==> config.mk <==
export PLATFORM = sky130hd
export DESIGN_NAME = alu_ctrl_pipe_flat
export DESIGN_NICKNAME = d
export VERILOG_FILES = /design/src/rtl/alu_ctrl_pipe_pkg.sv /design/src/rtl/alu_ctrl_pipe_if.sv /design/src/rtl/alu_ctrl_decode.sv /design/src/rtl/alu_ctrl_pipe.sv /design/src/flat_wrapper.sv
export SDC_FILE = /design/constraint.sdc
export NUM_CORES = 1
export LEC_CHECK = 0
export CAP_MARGIN = 20
export CORE_MARGIN = 1.5
export CORE_UTILIZATION = 50
export CTS_BUF_LIST = sky130_fd_sc_hd__clkbuf_4 sky130_fd_sc_hd__clkbuf_8
export DETAILED_ROUTE_END_ITERATION = 10
export GPL_ROUTABILITY_DRIVEN = 0
export PLACE_DENSITY = 0.86
export SLEW_MARGIN = 10
export SYNTH_ARGS = -nofsm -noshare
export SYNTH_HDL_FRONTEND = slang
export SYNTH_SLANG_ARGS = --single-unit
==> constraint.sdc <==
create_clock -name clk -period 3.7 [get_ports clk]
set_clock_uncertainty 0.1 [all_clocks]
set_input_delay 0.74 -clock clk [delete_from_list [all_inputs] [get_ports clk]]
set_output_delay 0.74 -clock clk [all_outputs]
set_load 0.01 [all_outputs]
==> src/rtl/alu_ctrl_pipe_pkg.sv <==
// Shared constants for the ALU control pipeline: instruction classes, function codes,
// ALU control codes and the handshake FSM encoding.
package alu_ctrl_pipe_pkg;

  // ALUop instruction classes
  localparam int unsigned OpCls1  = 1;
  localparam int unsigned OpCls2  = 2;
  localparam int unsigned OpCls3  = 3;
  localparam int unsigned OpCls4  = 4;
  localparam int unsigned OpCls5  = 5;
  localparam int unsigned OpCls6  = 6;
  localparam int unsigned OpCls7  = 7;
  localparam int unsigned OpClsNop = 9;
  localparam int unsigned OpCls10 = 10;

  // Function codes within a class
  localparam int unsigned Fn1 = 1;
  localparam int unsigned Fn2 = 2;
  localparam int unsigned Fn3 = 3;
  localparam int unsigned Fn4 = 4;
  localparam int unsigned Fn5 = 5;
  localparam int unsigned Fn6 = 6;

  typedef enum logic [4:0] {
    Ctrl0   = 5'd0,
    Ctrl1   = 5'd1,
    Ctrl2   = 5'd2,
    Ctrl3   = 5'd3,
    Ctrl4   = 5'd4,
    Ctrl5   = 5'd5,
    Ctrl6   = 5'd6,
    Ctrl7   = 5'd7,
    Ctrl8   = 5'd8,
    Ctrl9   = 5'd9,
    Ctrl10  = 5'd10,
    Ctrl11  = 5'd11,
    Ctrl12  = 5'd12,
    Ctrl13  = 5'd13,
    Ctrl14  = 5'd14,
    Ctrl15  = 5'd15,
    Ctrl16  = 5'd16,
    CtrlNop = 5'd17
  } ctrl_e;

  typedef enum logic [1:0] {
    StEmpty  = 2'd0,
    StFull   = 2'd1,
    StMcWait = 2'd2
  } state_e;

  function automatic logic is_multi_cycle(ctrl_e c);
    return c inside {Ctrl6, Ctrl7, Ctrl9, Ctrl16};
  endfunction

endpackage

==> src/rtl/alu_ctrl_pipe_if.sv <==
// Handshake bundle between the instruction source and the ALU control pipeline.
interface alu_ctrl_pipe_if #(
  parameter int unsigned OP_W   = 4,
  parameter int unsigned FN_W   = 6,
  parameter int unsigned CTRL_W = 5,
  parameter int unsigned CNT_W  = 8
) ();

  logic              in_valid;
  logic              in_ready;
  logic [OP_W-1:0]   alu_op;
  logic [FN_W-1:0]   fn_code;
  logic              out_valid;
  logic              out_ready;
  logic [CTRL_W-1:0] alu_ctrl;
  logic              illegal;
  logic              multi_cycle;
  logic [CNT_W-1:0]  illegal_count;

  modport master (
    output in_valid, alu_op, fn_code, out_ready,
    input  in_ready, out_valid, alu_ctrl, illegal, multi_cycle, illegal_count
  );

  modport slave (
    input  in_valid, alu_op, fn_code, out_ready,
    output in_ready, out_valid, alu_ctrl, illegal, multi_cycle, illegal_count
  );

endinterface

==> src/rtl/alu_ctrl_decode.sv <==
// Combinational ALUop/fn_code to ALU control decode; anything unlisted becomes an illegal NOP.
module alu_ctrl_decode
  import alu_ctrl_pipe_pkg::*;
#(
  parameter int unsigned OP_W   = 4,
  parameter int unsigned FN_W   = 6,
  parameter int unsigned CTRL_W = 5
) (
  input  logic [OP_W-1:0]   alu_op,
  input  logic [FN_W-1:0]   fn_code,
  output logic [CTRL_W-1:0] code,
  output logic              illegal,
  output logic              multi_cycle
);

  ctrl_e code5;

  always_comb begin
    code5   = CtrlNop;
    illegal = 1'b1;
    case (alu_op)
      OP_W'(OpCls1): begin
        case (fn_code)
          FN_W'(Fn1): begin code5 = Ctrl0; illegal = 1'b0; end
          FN_W'(Fn2): begin code5 = Ctrl1; illegal = 1'b0; end
          FN_W'(Fn3): begin code5 = Ctrl2; illegal = 1'b0; end
          FN_W'(Fn4): begin code5 = Ctrl3; illegal = 1'b0; end
          default: ;
        endcase
      end
      OP_W'(OpCls2): begin
        case (fn_code)
          FN_W'(Fn1): begin code5 = Ctrl0; illegal = 1'b0; end
          FN_W'(Fn2): begin code5 = Ctrl1; illegal = 1'b0; end
          default: ;
        endcase
      end
      OP_W'(OpCls3): begin
        case (fn_code)
          FN_W'(Fn1): begin code5 = Ctrl6; illegal = 1'b0; end
          FN_W'(Fn2): begin code5 = Ctrl7; illegal = 1'b0; end
          FN_W'(Fn3): begin code5 = Ctrl9; illegal = 1'b0; end
          default: ;
        endcase
      end
      OP_W'(OpCls4): begin
        case (fn_code)
          FN_W'(Fn1): begin code5 = Ctrl4; illegal = 1'b0; end
          FN_W'(Fn2): begin code5 = Ctrl5; illegal = 1'b0; end
          FN_W'(Fn3): begin code5 = Ctrl8; illegal = 1'b0; end
          default: ;
        endcase
      end
      OP_W'(OpCls5), OP_W'(OpCls6): begin
        if (fn_code == FN_W'(Fn1)) begin
          code5   = Ctrl0;
          illegal = 1'b0;
        end
      end
      OP_W'(OpCls7): begin
        case (fn_code)
          FN_W'(Fn1): begin code5 = Ctrl10; illegal = 1'b0; end
          FN_W'(Fn2): begin code5 = Ctrl11; illegal = 1'b0; end
          FN_W'(Fn3): begin code5 = Ctrl12; illegal = 1'b0; end
          FN_W'(Fn4): begin code5 = Ctrl13; illegal = 1'b0; end
          FN_W'(Fn5): begin code5 = Ctrl14; illegal = 1'b0; end
          FN_W'(Fn6): begin code5 = Ctrl15; illegal = 1'b0; end
          default: ;
        endcase
      end
      // Explicit NOP class: legal regardless of the function code
      OP_W'(OpClsNop): illegal = 1'b0;
      OP_W'(OpCls10): begin
        if (fn_code == FN_W'(Fn1)) begin
          code5   = Ctrl16;
          illegal = 1'b0;
        end
      end
      default: ;
    endcase
  end

  assign code        = CTRL_W'(code5);
  assign multi_cycle = is_multi_cycle(code5);

endmodule

==> src/rtl/alu_ctrl_pipe.sv <==
// One-deep registered ALU control decode with valid/ready handshake, a stall window after
// multi-cycle ops, and a saturating count of accepted illegal pairs.
module alu_ctrl_pipe
  import alu_ctrl_pipe_pkg::*;
#(
  parameter int unsigned OP_W   = 4,
  parameter int unsigned FN_W   = 6,
  parameter int unsigned CTRL_W = 5,
  parameter int unsigned MC_LAT = 2,
  parameter int unsigned CNT_W  = 8
) (
  input  logic           clk,
  input  logic           rst,
  alu_ctrl_pipe_if.slave bus
);

  localparam int unsigned STALL_W = (MC_LAT > 1) ? $clog2(MC_LAT) : 1;
  localparam logic [STALL_W-1:0] StallLoad = STALL_W'(MC_LAT - 1);
  localparam logic [CNT_W-1:0]   CntMax    = '1;

  logic [CTRL_W-1:0]  dec_code;
  logic               dec_illegal;
  logic               dec_mc;

  state_e             state_q, state_d;
  logic [STALL_W-1:0] stall_q, stall_d;
  logic [CTRL_W-1:0]  ctrl_q;
  logic               illegal_q;
  logic               mc_q;
  logic [CNT_W-1:0]   cnt_q, cnt_d;
  logic               load;
  logic               out_valid;
  logic               ready_fsm;

  alu_ctrl_decode #(
    .OP_W   (OP_W),
    .FN_W   (FN_W),
    .CTRL_W (CTRL_W)
  ) u_decode (
    .alu_op      (bus.alu_op),
    .fn_code     (bus.fn_code),
    .code        (dec_code),
    .illegal     (dec_illegal),
    .multi_cycle (dec_mc)
  );

  always_comb begin
    state_d   = state_q;
    stall_d   = stall_q;
    load      = 1'b0;
    out_valid = 1'b0;
    ready_fsm = 1'b0;
    case (state_q)
      StEmpty: begin
        ready_fsm = 1'b1;
        if (bus.in_valid) begin
          load    = 1'b1;
          state_d = StFull;
        end
      end
      StFull: begin
        out_valid = 1'b1;
        ready_fsm = bus.out_ready & ~mc_q;
        if (bus.out_ready) begin
          if (mc_q) begin
            state_d = StMcWait;
            stall_d = StallLoad;
          end else if (bus.in_valid) begin
            load = 1'b1;
          end else begin
            state_d = StEmpty;
          end
        end
      end
      StMcWait: begin
        if (stall_q == '0) begin
          state_d = StEmpty;
        end else begin
          stall_d = stall_q - STALL_W'(1);
        end
      end
      default: state_d = StEmpty;
    endcase
  end

  always_comb begin
    cnt_d = cnt_q;
    if (load && dec_illegal && (cnt_q != CntMax)) begin
      cnt_d = cnt_q + CNT_W'(1);
    end
  end

  always_ff @(posedge clk) begin
    if (rst) begin
      state_q   <= StEmpty;
      stall_q   <= '0;
      ctrl_q    <= CTRL_W'(CtrlNop);
      illegal_q <= 1'b0;
      mc_q      <= 1'b0;
      cnt_q     <= '0;
    end else begin
      state_q <= state_d;
      stall_q <= stall_d;
      cnt_q   <= cnt_d;
      if (load) begin
        ctrl_q    <= dec_code;
        illegal_q <= dec_illegal;
        mc_q      <= dec_mc;
      end
    end
  end

  // Reset must never let a pair be accepted, even though the FSM state is not yet EMPTY
  assign bus.in_ready      = ready_fsm & ~rst;
  assign bus.out_valid     = out_valid;
  assign bus.alu_ctrl      = ctrl_q;
  assign bus.illegal       = illegal_q;
  assign bus.multi_cycle   = mc_q;
  assign bus.illegal_count = cnt_q;

endmodule

==> src/flat_wrapper.sv <==
// flat-port wrapper written by rule: the top's interface ports become plain ports
module alu_ctrl_pipe_flat import alu_ctrl_pipe_pkg::*;
#(
  parameter int unsigned OP_W   = 4,
  parameter int unsigned FN_W   = 6,
  parameter int unsigned CTRL_W = 5,
  parameter int unsigned MC_LAT = 2,
  parameter int unsigned CNT_W  = 8
)
  (clk, rst, bus_in_valid, bus_alu_op, bus_fn_code, bus_out_ready, bus_in_ready, bus_out_valid, bus_alu_ctrl, bus_illegal, bus_multi_cycle, bus_illegal_count);
  alu_ctrl_pipe_if #(.OP_W(OP_W), .FN_W(FN_W), .CTRL_W(CTRL_W), .CNT_W(CNT_W)) bus_i ();
  input  logic clk;
  input  logic rst;
  input wire logic [$bits(bus_i.in_valid)-1:0] bus_in_valid;
  input wire logic [$bits(bus_i.alu_op)-1:0] bus_alu_op;
  input wire logic [$bits(bus_i.fn_code)-1:0] bus_fn_code;
  input wire logic [$bits(bus_i.out_ready)-1:0] bus_out_ready;
  output wire logic [$bits(bus_i.in_ready)-1:0] bus_in_ready;
  output wire logic [$bits(bus_i.out_valid)-1:0] bus_out_valid;
  output wire logic [$bits(bus_i.alu_ctrl)-1:0] bus_alu_ctrl;
  output wire logic [$bits(bus_i.illegal)-1:0] bus_illegal;
  output wire logic [$bits(bus_i.multi_cycle)-1:0] bus_multi_cycle;
  output wire logic [$bits(bus_i.illegal_count)-1:0] bus_illegal_count;
  assign bus_i.in_valid = bus_in_valid;
  assign bus_i.alu_op = bus_alu_op;
  assign bus_i.fn_code = bus_fn_code;
  assign bus_i.out_ready = bus_out_ready;
  assign bus_in_ready = bus_i.in_ready;
  assign bus_out_valid = bus_i.out_valid;
  assign bus_alu_ctrl = bus_i.alu_ctrl;
  assign bus_illegal = bus_i.illegal;
  assign bus_multi_cycle = bus_i.multi_cycle;
  assign bus_illegal_count = bus_i.illegal_count;
  alu_ctrl_pipe #(.OP_W(OP_W), .FN_W(FN_W), .CTRL_W(CTRL_W), .MC_LAT(MC_LAT), .CNT_W(CNT_W)) u_core (.clk(clk), .rst(rst), .bus(bus_i));
endmodule
Yosys cells after proc, flatten, opt, wreduce, memory -nomap -nowiden
Cells that the tools add are included.

Reductions and logical operators: 14. Mux-type cells: 30. Divide/modulo/power cells: 0. Shifts and indexed selects: 0. Magnitude comparators: 0. Bitwise gates (word level): 4. $mul: 0. Equality and inequality tests: 27. Add/sub/neg operators: 2.

Operators with widths (number): $pmux 5 s7 (1); $pmux 5 s3 (2); $pmux 5 s6 (1); $pmux 5 s4 (1); $eq 6x3->1 const B (3); $eq 4x3->1 const B (4); $mux 1 (13); $eq 6x2->1 const B (2); $eq 5x3->1 const B (2); $mux 2 (5); $pmux 5 s2 (1); $add 8x1->8 const B (1); $eq 4x2->1 const B (2); $eq 4x4->1 const B (2); $ne 8x8->1 const B (1); $eq 6x1->1 const B (1); $ne 2x2->1 const B (3); $pmux 1 s2 (3); $pmux 1 s6 (1); $pmux 2 s3 (1); $reduce_or 2->1 (3); $reduce_or 3->1 (2); $reduce_or 6->1 (1); $eq 5x4->1 const B (1); 17 further kinds (20).

Register bits: 18. Memory bits (read-only): 0. RAM bits: 0. Bits in latches: 0. Bits of input ports: 14. Memories: 0.

Depth between registers and ports, before layout
Gate-level depths: netlist (run 1).

Depth in word-level cells: 6. Depth in mapped cells: 8.

By module
From an unflattened synthesis (run 1), not the netlist that was laid out.

Cells, all modules: 168. Area, all modules: 1346.3 um^2.

By module, submodules not included: alu_ctrl_pipe (area each 848.3 um^2, seq. area each 360.3 um^2, cells an instance 95, times used 1); alu_ctrl_decode (area each 498.0 um^2, seq. area each 0.0 um^2, cells an instance 73, times used 1).

Least setup slack after synthesis (run 1)
No wires, ideal clock.

Kind: in2reg. Start point: input port bus_fn_code[3]. End point: register u_core.cnt_q[7] (netlist: u_core.bus.illegal_count[7]). Setup time: 0.121 ns. Stages: 8. Slack: 1.101 ns. Data arrival time: 2.377 ns. Cell sequence: or3_1 > buf_2 > nor4_1 > o22ai_1 > o31ai_4 > nor2_2 > nand2_2 > mux2_4.

Longest elaborated chain between the ends: 6. Elaborated cells on any way between the ends: 18. Those cells by class: eq/ne (6); mux (6); reduce/logical (6).

RTL lines: start: declaration (RTL line flat_wrapper.sv:16) `input wire logic [$bits(bus_i.fn_code)-1:0] bus_fn_code;`; $eq 6x1->1 (tied with other cells); $reduce_or 6->1 (no source line) (tied with other cells); $mux 1, on equally long branches; $pmux 1 s6 (*) (RTL line alu_ctrl_decode.sv:21) `case (alu_op)`; $logic_and 1x1->1 (*) (2 in series) (RTL line alu_ctrl_pipe.sv:88) `if (load && dec_illegal && (cnt_q != CntMax)) begin`; end signal: assignment (RTL line alu_ctrl_pipe.sv:104) `cnt_q <= cnt_d;`; end: declaration (RTL line alu_ctrl_pipe.sv:30) `logic [CNT_W-1:0] cnt_q, cnt_d;`.

Mark *: on every way between the ends. The rest lies on a longest branch, timed or not. A chain may end at the register's enable or synchronous reset.

Worst setup path after layout (run 1)
Start point: input port bus_out_ready. End point: output port bus_in_ready.

Longest elaborated chain between the ends: 3.

RTL lines: start: declaration (RTL line flat_wrapper.sv:17) `input wire logic [$bits(bus_i.out_ready)-1:0] bus_out_ready;`; $and 1x1->1 (RTL line alu_ctrl_pipe.sv:63) `ready_fsm = bus.out_ready & ~mc_q;`; $pmux 1 s2 (RTL line alu_ctrl_pipe.sv:53) `case (state_q)`; $and 1x1->1 (RTL line alu_ctrl_pipe.sv:114) `assign bus.in_ready = ready_fsm & ~rst;`; end: declaration (RTL line flat_wrapper.sv:18) `output wire logic [$bits(bus_i.in_ready)-1:0] bus_in_ready;`.

No other way between the ends.

==> results.ini, run 1 <==
[timing]
slew_violations = 0
rsz0062_at_grt = no
setup-tns-final_ps = 0
hold_viol = 0
worst_pin_slew_ps = 730
setup_viol = 0
min_period_ps = 3010
timing.fmax_mhz = 332
setup_ws_ps = 686
maxSlewHeadroom_pct = 51.0
fin_crit_sh_pct = 81.5

[place]
place_ws_ps = 492
dp_hpwl_mm = 2.29
place_area_sq_mm = 0.00162
portBuffers = 30

[critical_path]
crit_fanout = 3
critPathLaunchType = input port
cp-end-kind = output pin
cp.buffers_inverters = 2
cp.arrival_ps = 2170
cp.required_ps = 2860
crit_type = in -> out
cp_cell_sequence = clkdlybuf4s50_1 > nand2b_1 > a211oi_1 > clkdlybuf4s50_1
crit_slowest_cell = clkdlybuf4s50_1
cp_top_family = buffers and inverters
slowest_delay_ps = 570
cpMostUsedCell = clkdlybuf4s50_1

[drt]
via_count = 1407
routed_via_density = 6.09
firstDrtPassIters = 4
drtIter0Drc = 24
routed_wirelength_mm = 3.11
drt-wirelength-per-cell_um = 13.5
antenna_left = 0
drc = 0

[floorplanning]
dieArea_sq_mm = 0.00293
initial_core_util_pct = 52.7
io_pins = 31
dieHeight_um = 54.1
fp-row-count = 18
die_w_um = 54.1
core_region_area_sq_mm = 0.00248

[power_and_ir_drop]
p_seq_share_pct = 47.4
p_sw_mw = 0.123
leakage_nw = 0.611
p_total_mw = 0.433
p_comb_share_pct = 24.7
clkPwrFrac_pct = 27.9
p_per_area_mw_per_mm2 = 262
swShare_pct = 28.5
peakVddDrop_mv = 0.266
p_int_mw = 0.310

[cts]
clkLatencyLatePin_ps = 290
post_cts_resized = 0
cts_root_buf = clkbuf_4
cts_max_level = 1
hold_buffers = 0
postCtsSetupRepairBufs = 0
cts_tree = built
clkTransAtPathRegs_ps = 100
cts_inserted_buffers = 3
clock-sinks = 18
clk_path_buf_depth = 2

[finish]
finalInstanceArea_sq_mm = 0.00166
final_common_cell = clkdlybuf4s50_1
antenna_cells = 0
drive_gt1_share_pct = 8.96
mostFrequentLayoutCells = clkdlybuf4s50_1, nand2_1, dfxtp_1
area_growth_pct = 26.9
utilization_pct = 66.9
nets = 217

[global_route]
grt.total_usage_pct = 23.5
grt_pass1_wl_mm = 5.11
grt_pass1_vias = 1215
antenna_found_initial = 0
grt_overflow = 0
grt_max_degree = 21

[synthesis]
synthArstFlopShare_pct = 0
ys_ff_latch = 18
yosysUniqueCellTypes = 57
syn_nets = 189
synth_cells = 174
yosys_warnings = 0
syn_area_sq_mm = 0.00131
synth_edf_count = 0
synthFlopType = dfxtp_1
synth.avg_cell_area_sq_um = 7.50
seq_area_frac_synth_pct = 27.6

[outcome]
outcome = completed

[min_path]
hold_path.class = reg -> reg

[run]
maxCapViolCount = 0

path summary, 6_finish.rpt:
path / start / endpoint / slack, ps / cells past startpoint
min reg2reg: u_core.bus.alu_ctrl[2]$_SDFFE_PP0P_ / u_core.bus.alu_ctrl[2]$_SDFFE_PP0P_ / 370 / 2
max reg2reg: u_core.bus.multi_cycle$_SDFFE_PP0P_ / u_core.bus.illegal_count[7]$_SDFFE_PP0P_ / 1480 / 7
min: u_core.bus.alu_ctrl[2]$_SDFFE_PP0P_ / u_core.bus.alu_ctrl[2]$_SDFFE_PP0P_ / 370 / 2
max: bus_out_ready / bus_in_ready / 690 / 4
Yosys cell counts (2+ instances only):
| cell type | number | area, sq um |
|---|---|---|
| a211oi_1 | 4 | 30.0 |
| a21oi_1 | 10 | 50.1 |
| a22oi_1 | 2 | 15.0 |
| a31oi_1 | 2 | 12.5 |
| and3_1 | 4 | 25.0 |
| buf_2 | 2 | 10.0 |
| clkbuf_1 | 6 | 22.5 |
| dfxtp_1 | 18 | 360 |
| inv_1 | 7 | 26.3 |
| nand2_1 | 20 | 75.1 |
| nand2b_1 | 2 | 12.5 |
| nand3_1 | 5 | 25.0 |
| nand4b_1 | 2 | 17.5 |
| nor2_1 | 17 | 63.8 |
| nor2b_1 | 6 | 37.5 |
| nor3_1 | 5 | 25.0 |
| nor4_1 | 4 | 25.0 |
| o21a_1 | 2 | 15.0 |
| o21ai_0 | 10 | 50.1 |
| o22ai_1 | 2 | 12.5 |
| o311a_1 | 2 | 20.0 |
| or3_1 | 2 | 12.5 |
| or3b_2 | 2 | 17.5 |
| xnor2_1 | 4 | 35.0 |
| xor2_1 | 2 | 17.5 |
layer usage:
| metal | track usage [%] | wire, um | vias up |
|---|---|---|---|
| met5 | 0 | 0 | - |
| met4 | 7.92 | 46 | 0 |
| met3 | 4.17 | 249 | 4 |
| met2 | 40.9 | 1500 | 74 |
| met1 | 28.9 | 1310 | 639 |
| li1 | - | - | 690 |
per-stage QoR:
| step | hold WS (ps) | instances |
|---|---|---|
| 6_report | 365 | 231 |
| 2_1_floorplan | 354 | 174 |
| 5_1_grt | 379 | 231 |
| 3_3_place_gp | 342 | 227 |
| 3_5_place_dp | 354 | 227 |
| 4_1_cts | 368 | 231 |
flip-flops by register name, indices dropped and copies added (netlist names):
| name | count |
|---|---|
| u_core.bus.illegal_count | 8 |
| u_core.bus.alu_ctrl | 5 |
| u_core.state_q | 2 |
| u_core.bus.illegal | 1 |
| u_core.bus.multi_cycle | 1 |
| u_core.stall_q | 1 |
worst reg2reg max path, stage by stage (launching register included):
cell      delay (ps)
dfxtp_1          360
nand2b_1         190
a211o_1          440
a31oi_1          340
o31ai_4          160
nor2_2           180
nand2_2           70
mux2_4           290
cell type report:
| cell class | instances | area (sq um) |
|---|---|---|
| multi-input cells | 138 | 866 |
| fillers | 219 | 821 |
| flip-flops and latches | 18 | 360 |
| repair buffers | 34 | 330 |
| well taps | 30 | 37.5 |
| clock buffers | 4 | 36.3 |
| inverters | 7 | 26.3 |
kinds of logic after synthesis:
| kind of cell | count (synthesis) | share of synthesized area (%) |
|---|---|---|
| DFF | 18 | 27.6 |
| adders and majority gates | 1 | 0.959 |
| buffers and inverters | 18 | 6.04 |
| muxes | 2 | 1.92 |
| and+or+nand+nor | 83 | 35.4 |
| xor gates and xnor gates | 6 | 4.03 |
| AOI/OAI and AO/OA | 46 | 24.1 |
power by group through the flow:
stage	Clock [mW]	Combinational, mW	Sequential [mW]
after floorplan	0	0.0605	0.211
after global placement	0	0.102	0.209
after detailed placement	0	0.106	0.210
after CTS	0.122	0.106	0.205
after global routing	0.134	0.118	0.206
final	0.121	0.107	0.205
Power figures use the tool's default switching activity.
==> inputs of run 2 (changes only) <==
--- a/config.mk
+++ b/config.mk
@@ -7,11 +7,11 @@
 export LEC_CHECK = 0
 export CAP_MARGIN = 20
 export CORE_MARGIN = 1.5
-export CORE_UTILIZATION = 50
+export CORE_UTILIZATION = 46
 export CTS_BUF_LIST = sky130_fd_sc_hd__clkbuf_4 sky130_fd_sc_hd__clkbuf_8
 export DETAILED_ROUTE_END_ITERATION = 10
 export GPL_ROUTABILITY_DRIVEN = 0
-export PLACE_DENSITY = 0.86
+export PLACE_DENSITY = 0.84
 export SLEW_MARGIN = 10
 export SYNTH_ARGS = -nofsm -noshare
 export SYNTH_HDL_FRONTEND = slang
==> constraint.sdc (replaced) <==
create_clock -name clk -period 2.5 [get_ports clk]
set_clock_uncertainty 0.1 [all_clocks]
set_input_delay 0.5 -clock clk [delete_from_list [all_inputs] [get_ports clk]]
set_output_delay 0.5 -clock clk [all_outputs]
set_load 0.01 [all_outputs]
==> run 2 against run 1 <==
- utilization rose by 5.4 points
- largest cell class unchanged
- power is 62% higher
- global-route usage grew 1.7 points
- non-clock buffer count grew 31
- clock-buffer cell count unchanged
- largest power group unchanged
- the flow now finishes with violations (negative setup slack)
- routed wire length up 30%
- worst hold slack better by 5.7 ps
- via count increased by 10%
- first-iteration DRC count rose to 3.0 times the previous value
- register-to-register slack worse by 1000 ps
- critical path depth is 1 higher
==> results.ini, run 2 (synthesis gave the netlist of run 1 again) <==
[global_route]
antenna_found_initial = 0  ; unchanged
grt_max_degree = 21  ; unchanged
use_met3_pct = 4.38  ; +0.21 points
grt_use_met2_pct = 47.1  ; +6.2 points
grt_pass1_wl_mm = 6.47  ; +27%
grt_overflow = 0  ; unchanged
grt_busiest_layer = met2
grt.total_usage_pct = 25.1  ; +1.7 points
grt_pass1_vias = 1524  ; +25%
grt_util_met1_pct = 29.4  ; +0.49 points

[finish]
area_growth_pct = 51.5
mostFrequentLayoutCells = buf_4, clkdlybuf4s50_1, nand2_1
finalInstanceArea_sq_mm = 0.00198  ; +19%
n_fill_cell = 199  ; -9.1%
utilization_pct = 72.3  ; +5.4 points
drive_gt1_share_pct = 25.4  ; +16 points
antenna_cells = 0  ; unchanged
nets = 248  ; +14%
final_common_cell = buf_4
largest_reg_flops = 8  ; unchanged

[min_path]
hold_path.class = reg -> reg

[critical_path]
cp_top_family = buffers and inverters
cp.arrival_ps = 1900  ; -270 ps
r2r-end = u_core.bus.illegal_count[3]$_SDFFE_PP0P_
cp.buffers_inverters = 3  ; +1
rr_startpoint = u_core.bus.multi_cycle$_SDFFE_PP0P_
cp_cell_sequence = clkdlybuf4s50_1 > nand2b_1 > buf_4 > a211oi_1 > clkdlybuf4s15_1
worst-path-stages = 5  ; +1
crit_slowest_cell = clkdlybuf4s50_1
crit_type = in -> out
crit_start = bus_out_ready
critPathLaunchType = input port
cp-endpoint = bus_in_ready
crit_fanout = 3  ; unchanged
rr_worst_depth = 9  ; +2
slowest_delay_ps = 500  ; -70 ps
cp-end-kind = output pin
cp.required_ps = 1900  ; -960 ps
r2r_slack_ps = 470  ; -1010 ps

[cts]
clk_path_buf_depth = 2  ; unchanged
clkTransAtPathRegs_ps = 100  ; about the same
cts_tree = built
cts_inserted_buffers = 3  ; unchanged
cts_max_level = 1  ; unchanged
clkLatencyLatePin_ps = 310  ; +20 ps
cts_root_buf = clkbuf_4
clock-sinks = 18  ; unchanged
hold_buffers = 0  ; unchanged

[timing]
timing.fmax_mhz = 400
fin_crit_sh_pct = 100
setup_ws_ps = -1.65  ; -687 ps
maxSlewHeadroom_pct = 73.7  ; +23 points
hold_viol = 0  ; unchanged
worst_pin_slew_ps = 384  ; -346 ps
min_period_ps = 2500
slew_violations = 0  ; unchanged
timing.hold.ws_ps = 371  ; +5.67 ps
setup_viol = 1  ; +1

[floorplanning]
core_region_area_sq_mm = 0.00273  ; +10%
dieHeight_um = 56.3  ; +4.0%
dieArea_sq_mm = 0.00317  ; +8.2%
fp-row-count = 19  ; +1
initial_core_util_pct = 47.7  ; -4.9 points
die_w_um = 56.3  ; +4.0%
io_pins = 31  ; unchanged

[drt]
antenna_left = 0  ; unchanged
firstDrtPassIters = 4  ; unchanged
drt-wirelength-per-cell_um = 15.4  ; +15%
drtIter0Drc = 72  ; +200%
via_count = 1550  ; +10%
routed_wirelength_mm = 4.06  ; +30%
drc = 0  ; unchanged
routed_via_density = 5.89  ; -3.2%

[power_and_ir_drop]
peakVddDrop_mv = 0.428  ; +61%
p_total_mw = 0.700  ; +62%
leakage_nw = 0.806  ; +32%
p_per_area_mw_per_mm2 = 354  ; +35%

[place]
place_ws_ps = -380  ; -873 ps
place_area_sq_mm = 0.00185  ; +14%
dp_hpwl_mm = 2.90  ; +27%
portBuffers = 30  ; unchanged

[run]
maxCapViolCount = 0  ; unchanged

[outcome]
outcome = finished, violations left
violations = negative setup slack

==> run 2: final cells by class <==
type,count,area (sq um),share of cell area [%]
clock buffers,4,36.3,1.84
inverters,7,26.3,1.33
multi-input cells,138,948,48.0
flip-flops and latches,18,360,18.2
well taps,31,38.8,1.96
repair buffers,65,567,28.7
==> run 2: tightest hold or removal path, stage by stage, from the launching register on <==
cell and delay [ps]:
dfxtp_1 330, nand2_1 50, a21oi_1 60
==> run 2: timing repair <==
item | in CTS | in global routing
buffers inserted | 0 | 1
pin swaps | 0 | 1
cloned | 0 | 0
endpoints found under the setup margin | 4 | 11
gates resized for setup | 6 | 13
==> run 2: power breakdown <==
group	switching [mW]	internal, mW
combinational	0.105	0.107
clock	0.0952	0.0891
sequential	0.00835	0.296
==> run 2: layer usage <==
metal	wire length, um	share of wire (%)	up-vias
li1	-	-	749
met1	1720	42	744
met2	2110	52	51
met3	172	4.2	6
met4	48	1.2	0
met5	0	0	-
==> run 2: worst min path at each step <==
stage | start | slack (ps) | cells after the start | endpoint
CTS | u_core.bus.alu_ctrl[1]$_SDFFE_PP0P_ | 380 | 2 | u_core.bus.alu_ctrl[1]$_SDFFE_PP0P_
finish | u_core.bus.alu_ctrl[1]$_SDFFE_PP0P_ | 370 | 2 | u_core.bus.alu_ctrl[1]$_SDFFE_PP0P_
floorplan | u_core.stall_q$_SDFFE_PP0P_ | 350 | 2 | u_core.stall_q$_SDFFE_PP0P_
global route | u_core.bus.alu_ctrl[2]$_SDFFE_PP0P_ | 400 | 2 | u_core.bus.alu_ctrl[2]$_SDFFE_PP0P_
global placement | u_core.bus.alu_ctrl[1]$_SDFFE_PP0P_ | 340 | 2 | u_core.bus.alu_ctrl[1]$_SDFFE_PP0P_
detailed placement | u_core.bus.alu_ctrl[1]$_SDFFE_PP0P_ | 360 | 2 | u_core.bus.alu_ctrl[1]$_SDFFE_PP0P_
==> run 2: through the flow <==
step	setup TNS [ps]	instances
finish	-1.65	263
global route	-56.0	263
CTS	0	262
detailed placement	-3720	258
global placement	-2390	258
floorplan	0	174
